==> src/rtl/huge_page_scheduler_pkg.sv <==
// -----------------------------------------------------------------------------
// huge_page_scheduler_pkg
//   Shared definitions for the huge page scheduler slice.
//   - Default parameter values (page size, outstanding limit, chunk width)
//   - Number of host huge pages in the ring
//   - One-hot FSM state encoding
//   - next_page(): ring increment of the page index
// -----------------------------------------------------------------------------
package huge_page_scheduler_pkg;

  localparam int PAGE_SIZE_LOG2_DEF  = 21;
  localparam int MAX_OUTSTANDING_DEF = 8;
  localparam int CHUNK_W_DEF         = 10;
  localparam int NUM_HUGE_PAGES      = 4;

  typedef enum logic [3:0] {
    WAIT_PAGE = 4'b0001,
    ACTIVE    = 4'b0010,
    DRAIN     = 4'b0100,
    RELEASE   = 4'b1000
  } sched_state_e;

  // Ring order 0->1->2->3->0; the 2-bit add wraps naturally.
  function automatic logic [1:0] next_page(input logic [1:0] page);
    return page + 2'd1;
  endfunction

endpackage

==> src/rtl/huge_page_scheduler_if.sv <==
// -----------------------------------------------------------------------------
// huge_page_scheduler_if
//   Bundles the host page hand-off signals and the TX DMA writer chunk
//   handshake.
//   master : host driver + DMA writer side (drives page addr/status,
//            chunk_req/chunk_qwords/chunk_done/page_flush)
//   slave  : scheduler side (drives free pulses, chunk_gnt/chunk_addr,
//            cur_page, err_underflow)
// -----------------------------------------------------------------------------
interface huge_page_scheduler_if
  import huge_page_scheduler_pkg::*;
#(
  parameter int CHUNK_W = CHUNK_W_DEF
);

  logic [63:0]        huge_page_addr_1;
  logic [63:0]        huge_page_addr_2;
  logic [63:0]        huge_page_addr_3;
  logic [63:0]        huge_page_addr_4;
  logic               huge_page_status_1;
  logic               huge_page_status_2;
  logic               huge_page_status_3;
  logic               huge_page_status_4;
  logic               huge_page_free_1;
  logic               huge_page_free_2;
  logic               huge_page_free_3;
  logic               huge_page_free_4;

  logic               chunk_req;
  logic [CHUNK_W-1:0] chunk_qwords;
  logic               chunk_gnt;
  logic [63:0]        chunk_addr;
  logic               chunk_done;
  logic               page_flush;
  logic [1:0]         cur_page;
  logic               err_underflow;

  modport master (
    output huge_page_addr_1, huge_page_addr_2, huge_page_addr_3, huge_page_addr_4,
    output huge_page_status_1, huge_page_status_2, huge_page_status_3, huge_page_status_4,
    input  huge_page_free_1, huge_page_free_2, huge_page_free_3, huge_page_free_4,
    output chunk_req, chunk_qwords, chunk_done, page_flush,
    input  chunk_gnt, chunk_addr, cur_page, err_underflow
  );

  modport slave (
    input  huge_page_addr_1, huge_page_addr_2, huge_page_addr_3, huge_page_addr_4,
    input  huge_page_status_1, huge_page_status_2, huge_page_status_3, huge_page_status_4,
    output huge_page_free_1, huge_page_free_2, huge_page_free_3, huge_page_free_4,
    input  chunk_req, chunk_qwords, chunk_done, page_flush,
    output chunk_gnt, chunk_addr, cur_page, err_underflow
  );

endinterface

==> src/rtl/huge_page_outstanding_ctr.sv <==
// -----------------------------------------------------------------------------
// huge_page_outstanding_ctr
//   Counts granted chunks whose writes have not yet completed.
//   Ports:
//     trn_clk, reset : clock, synchronous active-high reset
//     inc_i          : a chunk was granted this cycle
//     dec_i          : a chunk write completed this cycle
//     count_o        : current outstanding count
//     full_o         : count == MAX_COUNT
//     underflow_o    : sticky, set when dec_i arrives with count == 0
// -----------------------------------------------------------------------------
module huge_page_outstanding_ctr
  import huge_page_scheduler_pkg::*;
#(
  parameter  int MAX_COUNT = MAX_OUTSTANDING_DEF,
  localparam int CNT_W     = $clog2(MAX_COUNT + 1)
) (
  input  logic             trn_clk,
  input  logic             reset,
  input  logic             inc_i,
  input  logic             dec_i,
  output logic [CNT_W-1:0] count_o,
  output logic             full_o,
  output logic             underflow_o
);

  localparam logic [CNT_W-1:0] ONE = CNT_W'(1);
  localparam logic [CNT_W-1:0] MAX = CNT_W'(MAX_COUNT);

  logic [CNT_W-1:0] count_q, count_d;
  logic             underflow_q, underflow_d;

  always_comb begin
    count_d     = count_q;
    underflow_d = underflow_q;
    if (dec_i && (count_q == '0)) begin
      // A completion with nothing outstanding is dropped; the counter holds
      // at zero, but a grant in the same cycle still counts.
      underflow_d = 1'b1;
      if (inc_i) begin
        count_d = ONE;
      end
    end else if (inc_i && !dec_i && (count_q != MAX)) begin
      count_d = count_q + ONE;
    end else if (dec_i && !inc_i) begin
      count_d = count_q - ONE;
    end
  end

  always_ff @(posedge trn_clk) begin
    if (reset) begin
      count_q     <= '0;
      underflow_q <= 1'b0;
    end else begin
      count_q     <= count_d;
      underflow_q <= underflow_d;
    end
  end

  assign count_o     = count_q;
  assign full_o      = (count_q == MAX);
  assign underflow_o = underflow_q;

endmodule

==> src/rtl/huge_page_scheduler.sv <==
// -----------------------------------------------------------------------------
// huge_page_scheduler
//   Walks the four host huge pages in strict ring order, hands out chunk
//   destination addresses to the TX DMA writer, and returns each page to the
//   host with a one-cycle free pulse once it is full/flushed and drained.
//   Ports:
//     trn_clk : system clock
//     reset   : synchronous, active-high reset
//     bus     : huge_page_scheduler_if.slave (page hand-off + chunk handshake)
//
//   state     | meaning
//   ----------+-----------------------------------------------------------
//   WAIT_PAGE | waiting for the host to hand page cur_page to hardware
//   ACTIVE    | granting chunks from the current page
//   DRAIN     | page closed; waiting for all outstanding writes to finish
//   RELEASE   | one cycle: pulse free for cur_page, then advance the ring
// -----------------------------------------------------------------------------
module huge_page_scheduler
  import huge_page_scheduler_pkg::*;
#(
  parameter int PAGE_SIZE_LOG2  = PAGE_SIZE_LOG2_DEF,
  parameter int MAX_OUTSTANDING = MAX_OUTSTANDING_DEF,
  parameter int CHUNK_W         = CHUNK_W_DEF
) (
  input logic                  trn_clk,
  input logic                  reset,
  huge_page_scheduler_if.slave bus
);

  localparam int OFF_W = PAGE_SIZE_LOG2 + 1;
  // One extra bit so offset + chunk can never wrap before the fit compare.
  localparam int SUM_W = OFF_W + 1;
  localparam int CNT_W = $clog2(MAX_OUTSTANDING + 1);

  localparam logic [OFF_W-1:0] PAGE_BYTES_O = OFF_W'(1) << PAGE_SIZE_LOG2;
  localparam logic [SUM_W-1:0] PAGE_BYTES_S = SUM_W'(1) << PAGE_SIZE_LOG2;

  sched_state_e      state_q, state_d;
  logic [OFF_W-1:0]  offset_q, offset_d;
  logic [1:0]        cur_page_q, cur_page_d;
  logic              chunk_gnt_q, chunk_gnt_d;
  logic [63:0]       chunk_addr_q, chunk_addr_d;

  logic [63:0]               page_addr [NUM_HUGE_PAGES];
  logic [NUM_HUGE_PAGES-1:0] page_status;

  logic [SUM_W-1:0]  chunk_bytes;
  logic [SUM_W-1:0]  offset_next;
  logic              chunk_fits;
  logic              page_full;
  logic              grant;

  logic [CNT_W-1:0]  outstanding;
  logic              ctr_full;
  logic              ctr_underflow;
  logic              ctr_room;

  assign page_addr[0] = bus.huge_page_addr_1;
  assign page_addr[1] = bus.huge_page_addr_2;
  assign page_addr[2] = bus.huge_page_addr_3;
  assign page_addr[3] = bus.huge_page_addr_4;
  assign page_status  = {bus.huge_page_status_4, bus.huge_page_status_3,
                         bus.huge_page_status_2, bus.huge_page_status_1};

  assign chunk_bytes = SUM_W'({bus.chunk_qwords, 3'b000});
  assign offset_next = SUM_W'(offset_q) + chunk_bytes;
  assign chunk_fits  = (offset_next <= PAGE_BYTES_S);
  assign page_full   = (offset_q == PAGE_BYTES_O);
  // A completion arriving in the same cycle frees a slot for this grant.
  assign ctr_room    = !ctr_full || bus.chunk_done;

  always_comb begin
    state_d      = state_q;
    offset_d     = offset_q;
    cur_page_d   = cur_page_q;
    chunk_gnt_d  = 1'b0;
    chunk_addr_d = chunk_addr_q;
    grant        = 1'b0;
    unique case (state_q)
      WAIT_PAGE: begin
        if (page_status[cur_page_q]) begin
          state_d = ACTIVE;
        end
      end
      ACTIVE: begin
        if (bus.page_flush && (offset_q != '0)) begin
          state_d = DRAIN;
        end else if (page_full) begin
          state_d = DRAIN;
        end else if (bus.chunk_req && !chunk_gnt_q) begin
          // During the grant cycle the writer may still hold the request it
          // was just granted; gating on chunk_gnt_q keeps that stale request
          // from being judged a misfit against the already-advanced offset.
          if (!chunk_fits) begin
            state_d = DRAIN;
          end else if (ctr_room) begin
            grant        = 1'b1;
            chunk_gnt_d  = 1'b1;
            chunk_addr_d = page_addr[cur_page_q] + 64'(offset_q);
            offset_d     = offset_next[OFF_W-1:0];
          end
        end
      end
      DRAIN: begin
        if (outstanding == '0) begin
          state_d = RELEASE;
        end
      end
      RELEASE: begin
        state_d    = WAIT_PAGE;
        cur_page_d = next_page(cur_page_q);
        offset_d   = '0;
      end
      default: begin
        state_d = WAIT_PAGE;
      end
    endcase
  end

  always_ff @(posedge trn_clk) begin
    if (reset) begin
      state_q      <= WAIT_PAGE;
      offset_q     <= '0;
      cur_page_q   <= 2'd0;
      chunk_gnt_q  <= 1'b0;
      chunk_addr_q <= '0;
    end else begin
      state_q      <= state_d;
      offset_q     <= offset_d;
      cur_page_q   <= cur_page_d;
      chunk_gnt_q  <= chunk_gnt_d;
      chunk_addr_q <= chunk_addr_d;
    end
  end

  huge_page_outstanding_ctr #(
    .MAX_COUNT (MAX_OUTSTANDING)
  ) u_outstanding_ctr (
    .trn_clk     (trn_clk),
    .reset       (reset),
    .inc_i       (grant),
    .dec_i       (bus.chunk_done),
    .count_o     (outstanding),
    .full_o      (ctr_full),
    .underflow_o (ctr_underflow)
  );

  assign bus.chunk_gnt     = chunk_gnt_q;
  assign bus.chunk_addr    = chunk_addr_q;
  assign bus.cur_page      = cur_page_q;
  assign bus.err_underflow = ctr_underflow;

  // Free pulses are decoded from registered state, so each is exactly the
  // single RELEASE cycle wide.
  assign bus.huge_page_free_1 = (state_q == RELEASE) && (cur_page_q == 2'd0);
  assign bus.huge_page_free_2 = (state_q == RELEASE) && (cur_page_q == 2'd1);
  assign bus.huge_page_free_3 = (state_q == RELEASE) && (cur_page_q == 2'd2);
  assign bus.huge_page_free_4 = (state_q == RELEASE) && (cur_page_q == 2'd3);

endmodule

==> src/flat_wrapper.sv <==
// flat-port wrapper written by rule: the top's interface ports become plain ports
module huge_page_scheduler_flat import huge_page_scheduler_pkg::*;
#(
  parameter int PAGE_SIZE_LOG2  = PAGE_SIZE_LOG2_DEF,
  parameter int MAX_OUTSTANDING = MAX_OUTSTANDING_DEF,
  parameter int CHUNK_W         = CHUNK_W_DEF
)
  (trn_clk, reset, bus_huge_page_addr_1, bus_huge_page_addr_2, bus_huge_page_addr_3, bus_huge_page_addr_4, bus_huge_page_status_1, bus_huge_page_status_2, bus_huge_page_status_3, bus_huge_page_status_4, bus_huge_page_free_1, bus_huge_page_free_2, bus_huge_page_free_3, bus_huge_page_free_4, bus_chunk_req, bus_chunk_qwords, bus_chunk_done, bus_page_flush, bus_chunk_gnt, bus_chunk_addr, bus_cur_page, bus_err_underflow);
  huge_page_scheduler_if #(.CHUNK_W(CHUNK_W)) bus_i ();
  input logic trn_clk;
  input logic reset;
  input wire logic [$bits(bus_i.huge_page_addr_1)-1:0] bus_huge_page_addr_1;
  input wire logic [$bits(bus_i.huge_page_addr_2)-1:0] bus_huge_page_addr_2;
  input wire logic [$bits(bus_i.huge_page_addr_3)-1:0] bus_huge_page_addr_3;
  input wire logic [$bits(bus_i.huge_page_addr_4)-1:0] bus_huge_page_addr_4;
  input wire logic [$bits(bus_i.huge_page_status_1)-1:0] bus_huge_page_status_1;
  input wire logic [$bits(bus_i.huge_page_status_2)-1:0] bus_huge_page_status_2;
  input wire logic [$bits(bus_i.huge_page_status_3)-1:0] bus_huge_page_status_3;
  input wire logic [$bits(bus_i.huge_page_status_4)-1:0] bus_huge_page_status_4;
  output wire logic [$bits(bus_i.huge_page_free_1)-1:0] bus_huge_page_free_1;
  output wire logic [$bits(bus_i.huge_page_free_2)-1:0] bus_huge_page_free_2;
  output wire logic [$bits(bus_i.huge_page_free_3)-1:0] bus_huge_page_free_3;
  output wire logic [$bits(bus_i.huge_page_free_4)-1:0] bus_huge_page_free_4;
  input wire logic [$bits(bus_i.chunk_req)-1:0] bus_chunk_req;
  input wire logic [$bits(bus_i.chunk_qwords)-1:0] bus_chunk_qwords;
  input wire logic [$bits(bus_i.chunk_done)-1:0] bus_chunk_done;
  input wire logic [$bits(bus_i.page_flush)-1:0] bus_page_flush;
  output wire logic [$bits(bus_i.chunk_gnt)-1:0] bus_chunk_gnt;
  output wire logic [$bits(bus_i.chunk_addr)-1:0] bus_chunk_addr;
  output wire logic [$bits(bus_i.cur_page)-1:0] bus_cur_page;
  output wire logic [$bits(bus_i.err_underflow)-1:0] bus_err_underflow;
  assign bus_i.huge_page_addr_1 = bus_huge_page_addr_1;
  assign bus_i.huge_page_addr_2 = bus_huge_page_addr_2;
  assign bus_i.huge_page_addr_3 = bus_huge_page_addr_3;
  assign bus_i.huge_page_addr_4 = bus_huge_page_addr_4;
  assign bus_i.huge_page_status_1 = bus_huge_page_status_1;
  assign bus_i.huge_page_status_2 = bus_huge_page_status_2;
  assign bus_i.huge_page_status_3 = bus_huge_page_status_3;
  assign bus_i.huge_page_status_4 = bus_huge_page_status_4;
  assign bus_huge_page_free_1 = bus_i.huge_page_free_1;
  assign bus_huge_page_free_2 = bus_i.huge_page_free_2;
  assign bus_huge_page_free_3 = bus_i.huge_page_free_3;
  assign bus_huge_page_free_4 = bus_i.huge_page_free_4;
  assign bus_i.chunk_req = bus_chunk_req;
  assign bus_i.chunk_qwords = bus_chunk_qwords;
  assign bus_i.chunk_done = bus_chunk_done;
  assign bus_i.page_flush = bus_page_flush;
  assign bus_chunk_gnt = bus_i.chunk_gnt;
  assign bus_chunk_addr = bus_i.chunk_addr;
  assign bus_cur_page = bus_i.cur_page;
  assign bus_err_underflow = bus_i.err_underflow;
  huge_page_scheduler #(.PAGE_SIZE_LOG2(PAGE_SIZE_LOG2), .MAX_OUTSTANDING(MAX_OUTSTANDING), .CHUNK_W(CHUNK_W)) u_core (.trn_clk(trn_clk), .reset(reset), .bus(bus_i));
endmodule
==> config.mk <==
export PLATFORM = sky130hd
export DESIGN_NAME = huge_page_scheduler_flat
export DESIGN_NICKNAME = d
export VERILOG_FILES = /design/src/rtl/huge_page_scheduler_pkg.sv /design/src/rtl/huge_page_scheduler_if.sv /design/src/rtl/huge_page_outstanding_ctr.sv /design/src/rtl/huge_page_scheduler.sv /design/src/flat_wrapper.sv
export SDC_FILE = /design/constraint.sdc
export NUM_CORES = 1
export LEC_CHECK = 0
export ABC_CLOCK_PERIOD_IN_PS = 11160
export BUFFER_PORTS_ARGS = -buffer_cell sky130_fd_sc_hd__buf_2
export CORE_ASPECT_RATIO = 0.6
export CORE_MARGIN = 1.5
export CORE_UTILIZATION = 53
export CTS_CLUSTER_DIAMETER = 40
export CTS_CLUSTER_SIZE = 10
export DETAILED_ROUTE_END_ITERATION = 10
export PLACE_DENSITY = 0.86
export SYNTH_ARGS = -nofsm -noshare
export SYNTH_HDL_FRONTEND = slang
export SYNTH_SLANG_ARGS = --single-unit
==> constraint.sdc <==
create_clock -name trn_clk -period 11.16 [get_ports trn_clk]
set_input_delay 1.674 -clock trn_clk [delete_from_list [all_inputs] [get_ports trn_clk]]
set_output_delay 1.674 -clock trn_clk [all_outputs]
set_load 0.1 [all_outputs]
==> summary.md, run 1 <==
| Metric | Value |
|---|---|
| Outcome | finished clean |
| Kind of critical path | in2reg |
| Most frequent cells in the layout | buf_2, dfxtp_1, nand2_1 |
| Worst-Margin Slew | between 1 and 1.5 ns |
| Max Clk Rate | ~180 MHz |
| HPWL Detailed | 20600 um |
| CP startpoint kind | primary input |
| Reg2reg start | u_core.offset_q[3] |
| Total negative slack | 0 ns |
| Synth area leaders | dfxtp_1, mux4_2, ha_1 |
| Post-synth EDFFs | 0 |
| GPL Wtd Cong | around 0.96 |
| Die area | ~16000 sq um |
| Syn nets | around 1.2k |
| Worst-Skew Late Latency | around 0.34 ns |
| Post-synthesis cell count | between 800 and 900 |
| PD cells | 93.5 nW/um^2 |
| Die Wd | 161 um |
| Die height | about 100 um |
| Final Power | between 0.9 and 1 mW |
| Initial drt markers | a little over 800 |
| DRT antenna net count | 0 |
| CTS-repair resized insts | 0 |
| CP Launch Point | bus_chunk_qwords[0] |
| Clock Skew | 0.00875 ns |
| Clk sink count | 95 |
| Setup violators final | 0 |
| Area grow syn2layout | 25.2% |
| Largest net degree at the start of global routing | 91 |
| Hold buffers post-CTS | 0 |
| Layout cells sized above 1 | 38.9% |
| Initial antenna violation count | 1 |
| Inst Count DP | between 1k and 1.5k |
| Final hold vios | 0 |
| Slew Viols, Final | 0 |
| CP Capture Type | register |
| CTS Buf Count | 9 |
| Slew margin rel. | between 30% and 40% |
| Port buffer count | approximately 350 |
| Ys flop type | dfxtp_1 |
| Core area | approximately 15000 sq um |
| CP Max Fanout | just over 80 |
| Arr. time, crit path | just under 6 ns |
| Worst Path Required | roughly 11 ns |
| DR WL/cell | between 15 and 20 um |
| MaxCap Viol Count | 0 |
| H-tree depth | 3 |
| Hold WS | 0.448 ns |
| GRT Total Usage | around a third |
| Mapped cell area | a little under 8000 sq um |
| Remaining DRCs | 0 |
| Placed inst area | between 9000 and 10000 sq um |
| Period utilisation layout | 50.9% |
| IO Count | 347 |
| Vias in the first global route | between 7k and 8k |
| RSZ-0062 raised after global routing | false |
| Synthesized area per cell | ~9 sq um |
| Detailed Route WL | 26000 um |
| Final core utilization | roughly two thirds |
| DP Worst Slack | about 5.3 ns |
| Design area | 9900 sq um |
| Post-synth top area cell | dfxtp_1 |
| Clock slew at reported path FFs | 0.07 ns |
| Register area share after synthesis | 24.1% |
| Non-filler cells, final | around 1.4k |
| Clk root buf | clkbuf_16 |
| DRT Pass-1 Iters | 5 |
| Min-delay src | u_core.bus.chunk_addr[13] |
| Yosys cell types | slightly below 70 |
| Total global routing overflow | 0 |
| Worst hold-check path type | reg2reg |
| Routed vias/inst | ~5.9 |
| Vias | about 8.2k |
| Setup bufs post-CTS | 0 |
| Worst vdd ir | 0.0775 mV |
| Global-route wire length before repair | a little over 40000 um |
| P_leak | between 4 and 5 nW |
| Synth top area share | about a quarter |
| Leading cell type in the layout, fill and taps excluded | buf_2 |
| CTS tree | done |
| Setup WS post-layout | roughly 5.5 ns |
| Seq cells post-synth | between 90 and 100 |
| Clock tree buffer depth | 2 |
| NumNets Final | between 1k and 1.5k |
| Async SR Flop Fraction | 0% |
| Cell Rows | 34 |
| Yosys warning count | 0 |
| Final min period | approximately 5.7 ns |
| Starting density of the core | between 50% and 60% |
==> Yosys cell counts, drive strengths merged, types with 2 or more instances <==
master   instances
nor3            14
and4             6
nor4             7
a311oi           4
nor2            86
nand3b           2
buf             36
fa               2
nand2           92
nand2b          13
inv             17
a2111oi          2
ha              36
o32ai            2
mux4            64
mux2             2
a31oi            8
dfxtp           95
or2              7
a21oi           66
and2            17
a211oi          46
mux2i            4
o211ai           4
or4              2
nand4           17
nor2b            5
or3             13
a21o            13
o21ai           23
o2111ai          2
a31o             2
xor2            37
nand3           45
clkbuf          21
xnor2           36
o31ai            4
nor3b            2
and3            14
==> critical path, stage by stage <==
cell and delay [ns]:
buf_2 0.10, ha_1 0.23, fa_1 0.42, a211oi_2 0.34, o21ai_2 0.12, o2111ai_1 0.41
a21oi_1 0.15, xnor2_1 0.23, o221ai_1 0.23, a2bb2oi_2 0.21, nor3_4 0.18, buf_4 0.44
buf_4 0.78, nor2_1 0.08, a211oi_1 0.28
==> cell type report <==
type | instances | area, sq um
Clock inverter | 5 | 61.3
Antenna cell | 1 | 2.50
Tap cell | 198 | 248
Clock buffer | 10 | 229
Fill cell | 1195 | 4650
Timing Repair Buffer | 351 | 1770
Multi-Input combinational cell | 709 | 5610
Sequential cell | 95 | 1910
Inverter | 17 | 63.8
==> metal layers <==
| layer | wire, um | global-route usage (%) | up-vias | part of all wire (%) |
|---|---|---|---|---|
| met3 | 2940 | 9.39 | 38 | 11 |
| met1 | 11600 | 47.3 | 3823 | 45 |
| met5 | 0 | 0 | - | 0 |
| met4 | 423 | 8.20 | 0 | 1.6 |
| met2 | 11000 | 47.2 | 484 | 42 |
| li1 | - | - | 3876 | - |
==> state kept, by name, indices dropped and copies added (netlist names) <==
register                              count
u_core.state_q                            4
u_core.bus.chunk_addr                    64
u_core.bus.chunk_gnt                      1
u_core.u_outstanding_ctr.underflow_o      1
u_core.bus.cur_page                       2
u_core.offset_q                          19
u_core.u_outstanding_ctr.count_o          4
==> final timing paths <==
| kind | end | slack (ns) | cells after the start |
|---|---|---|---|
| min | u_core.bus.chunk_addr[13] | 0.45 | 2 |
| max | u_core.bus.chunk_addr[29] | 5.48 | 15 |
| min reg2reg | u_core.bus.chunk_addr[13] | 0.45 | 2 |
| max reg2reg | u_core.bus.chunk_addr[29] | 6.49 | 14 |
==> power by group <==
part,internal (mW),total [mW],switching (mW)
clock network,0.173,0.306,0.133
logic,0.106,0.255,0.149
registers,0.351,0.364,0.0126
==> cells by family after synthesis <==
family	after synthesis	synth area share [%]
AO/OA/AOI/OAI	184	16.1
XOR/XNOR	73	8.09
adder cells (fa/ha/maj)	38	6.20
buffers and inverters	74	4.97
flip-flops	95	24.1
multiplexers	70	19.2
other	1	0.0474
AND/OR/NAND/NOR	343	21.4
Note: power is estimated with default switching activity, not from simulation.
==> run 2, diff against run 1 <==
--- a/config.mk
+++ b/config.mk
@@ -5,15 +5,15 @@
 export SDC_FILE = /design/constraint.sdc
 export NUM_CORES = 1
 export LEC_CHECK = 0
-export ABC_CLOCK_PERIOD_IN_PS = 11160
+export ABC_CLOCK_PERIOD_IN_PS = 5900
 export BUFFER_PORTS_ARGS = -buffer_cell sky130_fd_sc_hd__buf_2
 export CORE_ASPECT_RATIO = 0.6
 export CORE_MARGIN = 1.5
-export CORE_UTILIZATION = 53
+export CORE_UTILIZATION = 49
 export CTS_CLUSTER_DIAMETER = 40
 export CTS_CLUSTER_SIZE = 10
 export DETAILED_ROUTE_END_ITERATION = 10
-export PLACE_DENSITY = 0.86
+export PLACE_DENSITY = 0.8
 export SYNTH_ARGS = -nofsm -noshare
 export SYNTH_HDL_FRONTEND = slang
 export SYNTH_SLANG_ARGS = --single-unit
==> constraint.sdc (replaced) <==
create_clock -name trn_clk -period 5.9 [get_ports trn_clk]
set_input_delay 0.885 -clock trn_clk [delete_from_list [all_inputs] [get_ports trn_clk]]
set_output_delay 0.885 -clock trn_clk [all_outputs]
set_load 0.1 [all_outputs]
==> run 2 against run 1 <==
Against the previous run:
- routed wire length down 0.75%
- total power up 92%
- critical path depth unchanged
- core utilization down 4.0 points
- global-route usage down 2.5 points
- sequential share of layout area down 0.10 points
- final cell count up 0.58%
- first-iteration DRC count up 3.6%
- die area up 8.0%
- sequential power up 88%
==> summary.md, run 2 (synthesis gave the netlist of run 1 again) <==
| Metric | Value |
|---|---|
| Total negative slack | 0 ns (unchanged) |
| Worst Path Required | 6.15 ns (-5.24 ns) |
| Detailed Route WL | 25800 um (-0.75%) |
| Worst vdd ir | 0.139 mV (+80%) |
| Antenna fix cells | 0 (-1) |
| Vias | 8095 (-1.5%) |
| CTS-repair resized insts | 0 (unchanged) |
| Period utilisation layout | 82.3% |
| P_leak | 4.19 nW (+0.77%) |
| CTS Buf Count | 9 (unchanged) |
| CTS tree | done |
| Non-filler cells, final | 1394 (+0.58%) |
| CP Capture Type | register |
| Top delay family on crit path | compound AO/OA/AOI/OAI gates |
| Setup violators final | 0 (unchanged) |
| DR WL/cell | 18.5 um (-1.3%) |
| Metal2 WL | 10900 um (-0.79%) |
| Met1 wire length | 12000 um (+3.5%) |
| Die Wd | 167 um (+3.9%) |
| MaxCap Viol Count | 0 (unchanged) |
| Die height | 101 um (+3.9%) |
| GPL Wtd Cong | 0.941 (-2.3%) |
| IO Count | 347 (unchanged) |
| Clock tree buffer depth | 2 (unchanged) |
| Initial drt markers | 839 (+3.6%) |
| DRT Pass-1 Iters | 5 (unchanged) |
| RSZ-0062 raised after global routing | false |
| CP bufs+invs | 3 (unchanged) |
| Clk sink count | 95 (unchanged) |
| Outcome | finished clean |
| Layout cells sized above 1 | 39.2% (+0.29 points) |
| Vias in the first global route | 7530 (-2.2%) |
| GRT Total Usage | 30.1% (-2.5 points) |
| Remaining DRCs | 0 (unchanged) |
| Clk root buf | clkbuf_16 |
| Design area | 9950 sq um (+0.52%) |
| Core area | 15500 sq um (+6.9%) |
| Initial antenna violation count | 1 (unchanged) |
| Inst Count DP | 1378 (+0.58%) |
| Area grow syn2layout | 25.8% |
| Largest net degree at the start of global routing | 91 (unchanged) |
| Placed inst area | 9640 sq um (+0.36%) |
| Slowest stage delay, CP | 0.60 ns (-0.18 ns) |
| Setup bufs post-CTS | 0 (unchanged) |
| Arr. time, crit path | 5.10 ns (-0.81 ns) |
| Max Clk Rate | approximately 210 MHz |
| Port buffer count | 346 (unchanged) |
| PD cells | 178 nW/um^2 (+91%) |
| Max FFs per register | 64 (unchanged) |
| Max Used Layer | met5 |
| Clock Skew | 0.0134 ns (+0.00468 ns) |
| Met3 WL | 2580 um (-12%) |
| CP Max Fanout | 62 (-23%) |
| Clock slew at reported path FFs | 0.07 ns (about the same) |
| Final min period | approximately 5 ns |
| NumNets Final | 1499 (+0.20%) |
| Kind of critical path | in2reg |
| Total global routing overflow | 0 (unchanged) |
| Worst path slowest cell | buf_4 |
| Routed vias/inst | 5.81 (-2.1%) |
| H-tree depth | 3 (unchanged) |
| Slew margin rel. | 23.3% (-6.7 points) |
| Die area | 16900 sq um (+8.0%) |
| Worst hold-check path type | reg2reg |
| Leading cell type in the layout, fill and taps excluded | buf_2 |
| CP startpoint kind | primary input |
| Global-route wire length before repair | 40100 um (-0.77%) |
| Final hold vios | 0 (unchanged) |
| Most frequent cells in the layout | buf_2, dfxtp_1, nand2_1 |
| Final core utilization | 64.0% (-4.0 points) |
| Starting density of the core | 50.8% (-3.5 points) |
| HPWL Detailed | 21000 um (+1.9%) |
| Slew Viols, Final | 0 (unchanged) |
| Crit path cell chain | buf_2, ha_1, fa_1, a211oi_2, o21ai_2, xnor2_1, nand4_1, a2111oi_1, nand4_1, a2bb2oi_2, nor3_4, buf_4, buf_4, nor2_1, a311oi_1 |
| Hold buffers post-CTS | 0 (unchanged) |
| Worst-Margin Slew | 1.13 ns (+0.0842 ns) |
| DP Worst Slack | 0.763 ns (-4.50 ns) |
| Cell Rows | 35 (+2.9%) |
| DRT antenna net count | 0 (unchanged) |
| Setup WS post-layout | 1.04 ns (-4.44 ns) |
| Worst-Skew Late Latency | 0.35 ns (about the same) |
run 2: changes by cell type in the layout (fill, tap and decap cells not counted):
| cell | before | now |
|---|---|---|
| buf_4 | 6 | 9 |
| inv_8 | 0 | 1 |
| clkbuf_8 | 0 | 1 |
| a31oi_2 | 0 | 1 |
| diode_2 | 1 | 0 |
| clkinvlp_4 | 3 | 1 |
| a31oi_1 | 8 | 7 |
| clkinv_4 | 1 | 2 |
run 2: cell type report:
cell class / instances / area [sq um]
multi-input combinational: 709 / 5620
fill: 1390 / 5600
sequential: 95 / 1910
timing repair buffer: 354 / 1790
tap: 203 / 254
clock buffer: 11 / 243
clock inverter: 5 / 66.3
inverter: 17 / 63.8
run 2: path summary, 6_finish.rpt:
path,startpoint,to,slack (ns),depth (start not counted)
worst max-delay path,bus_chunk_qwords[0],u_core.bus.chunk_addr[58],1.04,15
worst min-delay path,u_core.bus.chunk_addr[7],u_core.bus.chunk_addr[7],0.45,2
worst max register to register,u_core.offset_q[3],u_core.bus.chunk_addr[58],1.25,14
worst min register to register,u_core.bus.chunk_addr[7],u_core.bus.chunk_addr[7],0.45,2
run 2: routing by layer:
metal / global-route usage, % / vias to the layer above
met5: 0 / -
met4: 4.41 / 2
met3: 7.31 / 37
met2: 44.2 / 406
met1: 45.4 / 3762
li1: - / 3888
run 2: per-stage QoR:
stage                     total power [mW]  hold slack, ns
after floorplan                       1.02           0.469
after global routing                  1.85           0.465
final                                 1.77           0.453
after detailed placement              1.17           0.445
after CTS                             1.78           0.454
after global placement                1.16           0.438
run 2: power by group:
part / switching (mW) / internal, mW / leakage, nW
Clock: 0.262 / 0.345 / 0.148
Combinational: 0.281 / 0.199 / 3.27
Sequential: 0.0219 / 0.664 / 0.769
Total: 0.565 / 1.21 / 4.19
run 2: worst reg2reg max path: cells and delay by family (launching register included):
kind / cells / cell delay (ns)
AO/OA/AOI/OAI: 5 / 1.38
buffers and inverters: 2 / 1.21
adder cells (fa/ha/maj): 2 / 0.68
AND/OR/NAND/NOR: 4 / 0.65
flip-flops: 1 / 0.40
XOR/XNOR: 1 / 0.25
